==> src/rtl/spi_cmd_decoder.sv <==
// SPI command decoder for the breakout game.
// Turns each received 16-bit SPI word into game control register updates.
// Brick-row writes are queued in a 2-entry FIFO for the brick memory.
// Sticky overflow, illegal-command and per-transaction word counters are
// kept for readback.
module spi_cmd_decoder #(
    parameter int         ROWS       = 8,
    parameter int         ROW_W      = 12,
    parameter logic [9:0] PADDLE_MAX = 10'd600
) (
    input  logic             clk,
    input  logic             rst,
    input  logic [15:0]      write_value,
    input  logic             write_en,
    input  logic             start_transaction,
    output logic [9:0]       paddle_x,
    output logic             run,
    output logic             game_reset,
    output logic             brick_valid,
    output logic [3:0]       brick_row,
    output logic [ROW_W-1:0] brick_bits,
    input  logic             brick_ready,
    output logic             ovf,
    output logic [7:0]       err_cnt,
    output logic [7:0]       word_cnt
);

    localparam int         ENT_W    = 4 + ROW_W;
    localparam logic [4:0] ROWS_LIM = 5'(ROWS);
    localparam logic [3:0] LAST_ROW = 4'(ROWS - 1);

    // Control and status registers
    logic [9:0] paddle_q, paddle_d;
    logic       run_q, run_d;
    logic       game_reset_q, game_reset_d;
    logic       ovf_q, ovf_d;
    logic [7:0] err_q, err_d;
    logic [7:0] word_q, word_d;
    logic [3:0] row_ptr_q, row_ptr_d;

    // FIFO storage: two slots addressed by 1-bit read/write pointers
    logic [ENT_W-1:0] fifo_q [2];
    logic             rd_ptr_q, wr_ptr_q;
    logic [1:0]       count_q, count_d;

    // Decode helpers
    logic [3:0]       cmd;
    logic [11:0]      arg;
    logic [3:0]       ptr_base;
    logic             push, pop, drop, illegal, ovf_clr, fifo_full;
    logic [ENT_W-1:0] push_entry;

    assign brick_valid = (count_q != 2'd0);
    assign brick_row   = fifo_q[rd_ptr_q][ENT_W-1:ROW_W];
    assign brick_bits  = fifo_q[rd_ptr_q][ROW_W-1:0];
    assign paddle_x    = paddle_q;
    assign run         = run_q;
    assign game_reset  = game_reset_q;
    assign ovf         = ovf_q;
    assign err_cnt     = err_q;
    assign word_cnt    = word_q;

    // Decode the incoming word and compute next register/FIFO state.
    // start_transaction is folded in first so a coincident word sees row_ptr=0.
    always_comb begin
        cmd          = write_value[15:12];
        arg          = write_value[11:0];
        ptr_base     = start_transaction ? 4'd0 : row_ptr_q;
        row_ptr_d    = ptr_base;
        paddle_d     = paddle_q;
        run_d        = run_q;
        game_reset_d = 1'b0;
        ovf_d        = ovf_q;
        err_d        = err_q;
        push         = 1'b0;
        drop         = 1'b0;
        illegal      = 1'b0;
        ovf_clr      = 1'b0;
        pop          = brick_valid & brick_ready;
        fifo_full    = (count_q == 2'd2) && !pop;
        push_entry   = {ptr_base, arg[ROW_W-1:0]};

        word_d = start_transaction ? 8'd0 : word_q;
        if (write_en && word_d != 8'hFF) begin
            word_d = word_d + 8'd1;
        end

        if (write_en) begin
            case (cmd)
                4'h0: begin
                end
                4'h1: paddle_d = (arg[9:0] > PADDLE_MAX) ? PADDLE_MAX : arg[9:0];
                4'h2: begin
                    run_d        = arg[0];
                    game_reset_d = arg[1];
                    ovf_clr      = arg[2];
                end
                4'h3: begin
                    if ({1'b0, arg[3:0]} < ROWS_LIM) begin
                        row_ptr_d = arg[3:0];
                    end else begin
                        illegal = 1'b1;
                    end
                end
                4'h4: begin
                    if (!fifo_full) begin
                        push      = 1'b1;
                        row_ptr_d = (ptr_base == LAST_ROW) ? 4'd0 : ptr_base + 4'd1;
                    end else begin
                        drop = 1'b1;
                    end
                end
                default: illegal = 1'b1;
            endcase
        end

        // A drop in the same cycle as a clear leaves ovf set
        if (ovf_clr) ovf_d = 1'b0;
        if (drop)    ovf_d = 1'b1;

        if (illegal && err_q != 8'hFF) begin
            err_d = err_q + 8'd1;
        end

        count_d = count_q + {1'b0, push} - {1'b0, pop};
    end

    // Register update; reset discards FIFO contents and all status
    always_ff @(posedge clk or posedge rst) begin
        if (rst) begin
            paddle_q     <= '0;
            run_q        <= 1'b0;
            game_reset_q <= 1'b0;
            ovf_q        <= 1'b0;
            err_q        <= '0;
            word_q       <= '0;
            row_ptr_q    <= '0;
            rd_ptr_q     <= 1'b0;
            wr_ptr_q     <= 1'b0;
            count_q      <= '0;
            fifo_q[0]    <= '0;
            fifo_q[1]    <= '0;
        end else begin
            paddle_q     <= paddle_d;
            run_q        <= run_d;
            game_reset_q <= game_reset_d;
            ovf_q        <= ovf_d;
            err_q        <= err_d;
            word_q       <= word_d;
            row_ptr_q    <= row_ptr_d;
            count_q      <= count_d;
            // When full with a pop, the write slot equals the slot being freed
            if (push) begin
                fifo_q[wr_ptr_q] <= push_entry;
                wr_ptr_q         <= ~wr_ptr_q;
            end
            if (pop) begin
                rd_ptr_q <= ~rd_ptr_q;
            end
        end
    end

endmodule
==> config.mk <==
export PLATFORM = sky130hd
export DESIGN_NAME = spi_cmd_decoder
export DESIGN_NICKNAME = d
export VERILOG_FILES = /design/src/rtl/spi_cmd_decoder.sv
export SDC_FILE = /design/constraint.sdc
export NUM_CORES = 1
export LEC_CHECK = 0
export CORE_MARGIN = 1.5
export CORE_UTILIZATION = 47
export CTS_CLUSTER_SIZE = 28
export DETAILED_ROUTE_END_ITERATION = 10
export PLACE_DENSITY = 0.77
export SLEW_MARGIN = 30
export SYNTH_ARGS = -nofsm -noshare
export SYNTH_HDL_FRONTEND = slang
export SYNTH_SLANG_ARGS = --single-unit
==> constraint.sdc <==
create_clock -name clk -period 2.6 [get_ports clk]
set_input_delay 0.78 -clock clk [delete_from_list [all_inputs] [get_ports clk]]
set_output_delay 0.78 -clock clk [all_outputs]
set_load 0.01 [all_outputs]
==> results.rst <==
.. list-table::
   :header-rows: 1

   * - Metric
     - Value
   * - Result of the run
     - complete, no violations
   * - I/O pin count
     - 67
   * - Via density per instance
     - about 5.3
   * - Final Util
     - 0.668
   * - Arrival time reported for the critical path endpoint
     - about 1.8 ns
   * - Count of routing violations after the opening detailed-route iteration
     - 60
   * - Startpoint Class
     - flip-flop
   * - Number of routed nets with antenna violations
     - 0
   * - Post-synthesis instance total
     - ~280
   * - Top cell family by delay on the critical path
     - buffers and inverters
   * - Global routing usage summed across all routing layers
     - 0.206
   * - Proportion of netlist area held by the largest area contributor
     - 0.508
   * - Hold-critical path depth
     - 2
   * - Startpoint of the tightest hold check path
     - paddle_x[8]
   * - Area of the core
     - 0.00691 sq mm
   * - Non-filler instance count after layout
     - 475
   * - Count of endpoints failing hold in the final timing report
     - 0
   * - Yosys synthesis warning count
     - 0
   * - Highest-count cells in the layout ignoring fill and taps
     - sky130_fd_sc_hd__dfrtp_1 (69), sky130_fd_sc_hd__clkdlybuf4s50_1 (66), sky130_fd_sc_hd__mux2_2 (34)
   * - R2R Setup Slk
     - approximately 0.76 ns
   * - RR Startpoint
     - count_q[1]
   * - Net Count, Synth
     - 306
   * - HPWL Detailed
     - a little over 5 mm
   * - Slew HR
     - 0.667
   * - Least-Margin Pin Slew
     - 0.498 ns
   * - Post-Layout Inst Area
     - 0.00461 sq mm
   * - Total global routing overflow
     - 0
   * - Stages on worst setup path
     - 3
   * - Cell leakage power
     - 2.10 nW
   * - Most instantiated flip-flop cell in the synthesis netlist
     - sky130_fd_sc_hd__dfrtp_1
   * - Part of the Yosys area used for sequential elements
     - 0.508
   * - WL per Instance
     - 15.8 microns
   * - Cells taking the most area after synthesis
     - sky130_fd_sc_hd__dfrtp_1 (51%), sky130_fd_sc_hd__mux2_2 (11%), sky130_fd_sc_hd__mux2_1 (3.3%), sky130_fd_sc_hd__nand2_1 (2.1%), sky130_fd_sc_hd__xor2_1 (2.1%)
   * - Clock transition at path regs
     - 0.08 ns
   * - Setup fix buffers added after clock tree synthesis
     - 0
   * - Post-route minimum period
     - about 2.5 ns
   * - DRC violations left
     - 0
   * - Setup_tns
     - 0 ns
   * - Final layout net count
     - 399
   * - Floorplan die width
     - 88.1 microns
   * - Synthesis-stage register bit count
     - a little under 70
   * - Fraction of final layout cells sized beyond drive strength 1
     - 0.245
   * - Worst path slowest cell
     - sky130_fd_sc_hd__clkdlybuf4s50_1
   * - Share of synthesized flip-flops with an asynchronous set or reset
     - 1.00
   * - Clock latency on the worst-skew pair
     - ~0.35 ns
   * - DP Cell Count
     - 459
   * - Vias in the first global route
     - 2461
   * - Clock tree from TritonCTS
     - yes
   * - Die span in y
     - 88.1 microns
   * - Count of port buffers added during placement
     - 66
   * - Worst Path Max Fanout
     - 17
   * - Number of detailed-routing iterations run before antenna repair
     - 4
   * - Worst Hold End
     - paddle_x[8]
   * - Pins Over Slew Limit
     - 0
   * - Standard-cell rows
     - 30
   * - Achievable Freq
     - 396 MHz
   * - Layout Area Growth over Synthesis
     - 35.6%
   * - Sum of routed wire length over all layers
     - 7.50 mm
   * - Dpl cell area
     - 0.00437 sq mm
   * - Global-route wire length before repair
     - 12.1 mm
   * - Fillers
     - 562
   * - Worst VDD drop
     - 517 uV
   * - Number of clock buffers inserted by TritonCTS
     - 9
   * - Post-synth EDFFs
     - 0
   * - Diodes inserted
     - 0
   * - Path category of the worst min-delay check
     - reg -> reg
   * - Largest net degree at the start of global routing
     - 70
   * - Via count of the routed design
     - 2508
   * - Sink Count
     - 69
   * - Maximum clock insertion buffer count
     - 2
   * - Placer's final routability congestion estimate
     - between 0.8 and 0.9
   * - Number of violations of the max-capacitance limit
     - 0
   * - DIE AREA
     - around 0.0078 sq mm
   * - Kind of capture point of the worst setup path
     - output port
   * - Required @ worst endpoint
     - 1.82 ns
   * - H-tree levels
     - 3
   * - Power density over cell area
     - 856 mW/mm^2
   * - Count of different cell masters after synthesis
     - between 50 and 60
   * - Final setup violation count
     - 0
   * - Number of buffers and inverters on the critical path
     - 2
   * - Cell area after synthesis
     - 0.00340 sq mm
   * - Starting density of the core
     - 0.493
   * - Final worst clock skew
     - roughly 0.0085 ns
   * - Share of the clock period used by the worst path after layout
     - 0.971
   * - End of the worst register-to-register path
     - count_q[1]
   * - Average instance area after synthesis
     - ~12 sq um
   * - Most common cell after layout, fill and taps aside
     - sky130_fd_sc_hd__dfrtp_1
   * - Clock tree root driver cell
     - sky130_fd_sc_hd__clkbuf_8
   * - Initial antenna violation count
     - 0
   * - Worst R2R Path Depth
     - 7
   * - Critical path start-end classification
     - reg -> out
   * - Cells along the critical path
     - buf_12 -> mux2_2 -> clkdlybuf4s50_1
   * - RSZ-0062 raised after global routing
     - false
   * - Max stage delay on crit path
     - 0.49 ns
   * - Total Power
     - 3.95 mW
   * - Library cell occupying the most area in the post-synthesis netlist
     - sky130_fd_sc_hd__dfrtp_1
-- worst max path at each step --
| stage | startpoint | end | slack (ns) |
|---|---|---|---|
| final | rd_ptr_q | brick_bits[6] | 0.07 |
| after global routing | rd_ptr_q | brick_bits[6] | 0.02 |
| after floorplan | rst | count_q[0] | 0.08 |
| after CTS | rd_ptr_q | brick_bits[6] | 0.04 |
| after global placement | write_value[12] | count_q[1] | -0.05 |
| after detailed placement | write_value[12] | count_q[1] | -0.13 |
-- power breakdown --
group          internal (mW)  switching [mW]  total, mW
clock network          0.555           0.444      0.999
registers               1.37           0.223       1.59
logic                  0.829           0.533       1.36
-- synth_stat cells (3+ instances only) --
cell type	n
sky130_fd_sc_hd__clkbuf_1	4
sky130_fd_sc_hd__a21oi_1	5
sky130_fd_sc_hd__nor3b_1	3
sky130_fd_sc_hd__mux2_4	4
sky130_fd_sc_hd__nand4_1	4
sky130_fd_sc_hd__nor2b_1	8
sky130_fd_sc_hd__buf_2	4
sky130_fd_sc_hd__nor3_1	4
sky130_fd_sc_hd__ha_1	4
sky130_fd_sc_hd__mux2_1	10
sky130_fd_sc_hd__nor4b_1	4
sky130_fd_sc_hd__nand3_1	7
sky130_fd_sc_hd__dfrtp_1	69
sky130_fd_sc_hd__xor2_1	8
sky130_fd_sc_hd__mux2_2	34
sky130_fd_sc_hd__and3_1	3
sky130_fd_sc_hd__nor2_1	15
sky130_fd_sc_hd__o21ai_0	11
sky130_fd_sc_hd__inv_1	8
sky130_fd_sc_hd__nand2_1	19
sky130_fd_sc_hd__xnor2_1	7
sky130_fd_sc_hd__mux2i_1	5
-- flip-flops by register name, summed over array words and instances, names as in the netlist --
| name | cells |
|---|---|
| fifo_q | 32 |
| paddle_x | 10 |
| err_cnt | 8 |
| word_cnt | 8 |
| row_ptr_q | 4 |
| count_q | 2 |
| game_reset | 1 |
| ovf | 1 |
| rd_ptr_q | 1 |
| run | 1 |
| wr_ptr_q | 1 |
-- area by class of cell --
cell class / count / area, sq um / area share
clock buffers: 9 / 124 / 0.0268
clock inverters: 7 / 104 / 0.0225
inverters: 8 / 30.0 / 0.00651
multi-input cells: 193 / 1580 / 0.343
flip-flops and latches: 69 / 1730 / 0.374
well taps: 96 / 120 / 0.0260
repair buffers: 93 / 926 / 0.201
-- worst reg2reg max path: stages (launching register included) --
cell	delay [ns]
sky130_fd_sc_hd__dfrtp_1	0.42
sky130_fd_sc_hd__or2_2	0.32
sky130_fd_sc_hd__and2_1	0.19
sky130_fd_sc_hd__ha_1	0.28
sky130_fd_sc_hd__inv_1	0.04
sky130_fd_sc_hd__ha_1	0.19
sky130_fd_sc_hd__xnor2_1	0.19
sky130_fd_sc_hd__xnor2_1	0.14
-- through the flow --
stage	hold WS, ns	setup WS [ns]
after detailed placement	0.469	-0.134
after global routing	0.512	0.0155
after floorplan	0.444	0.0801
final	0.481	0.0748
after CTS	0.488	0.0368
after global placement	0.461	-0.0520
-- kinds of logic after synthesis --
family,share of synthesized area
XOR/XNOR,0.0386
multiplexers,0.178
buffers and inverters,0.0268
AO/OA/AOI/OAI,0.0791
AND/OR/NAND/NOR,0.155
adder cells (fa/ha/maj),0.0147
flip-flops,0.508
-- layer usage --
layer	track usage	vias to the layer above	routed length [microns]
met5	0	-	0
met4	0.0724	0	111
met3	0.0575	11	431
met2	0.316	88	3400
met1	0.282	1210	3550
li1	-	1199	-
-- repair_timing --
action | in CTS | in global routing
setup endpoints to repair | 8 | 6
gates resized for setup | 1 | 2
pin swaps | 0 | 0
hold endpoints to repair | 0 | 0
hold buffers | 0 | 0
(Power assumes the default switching activity.)
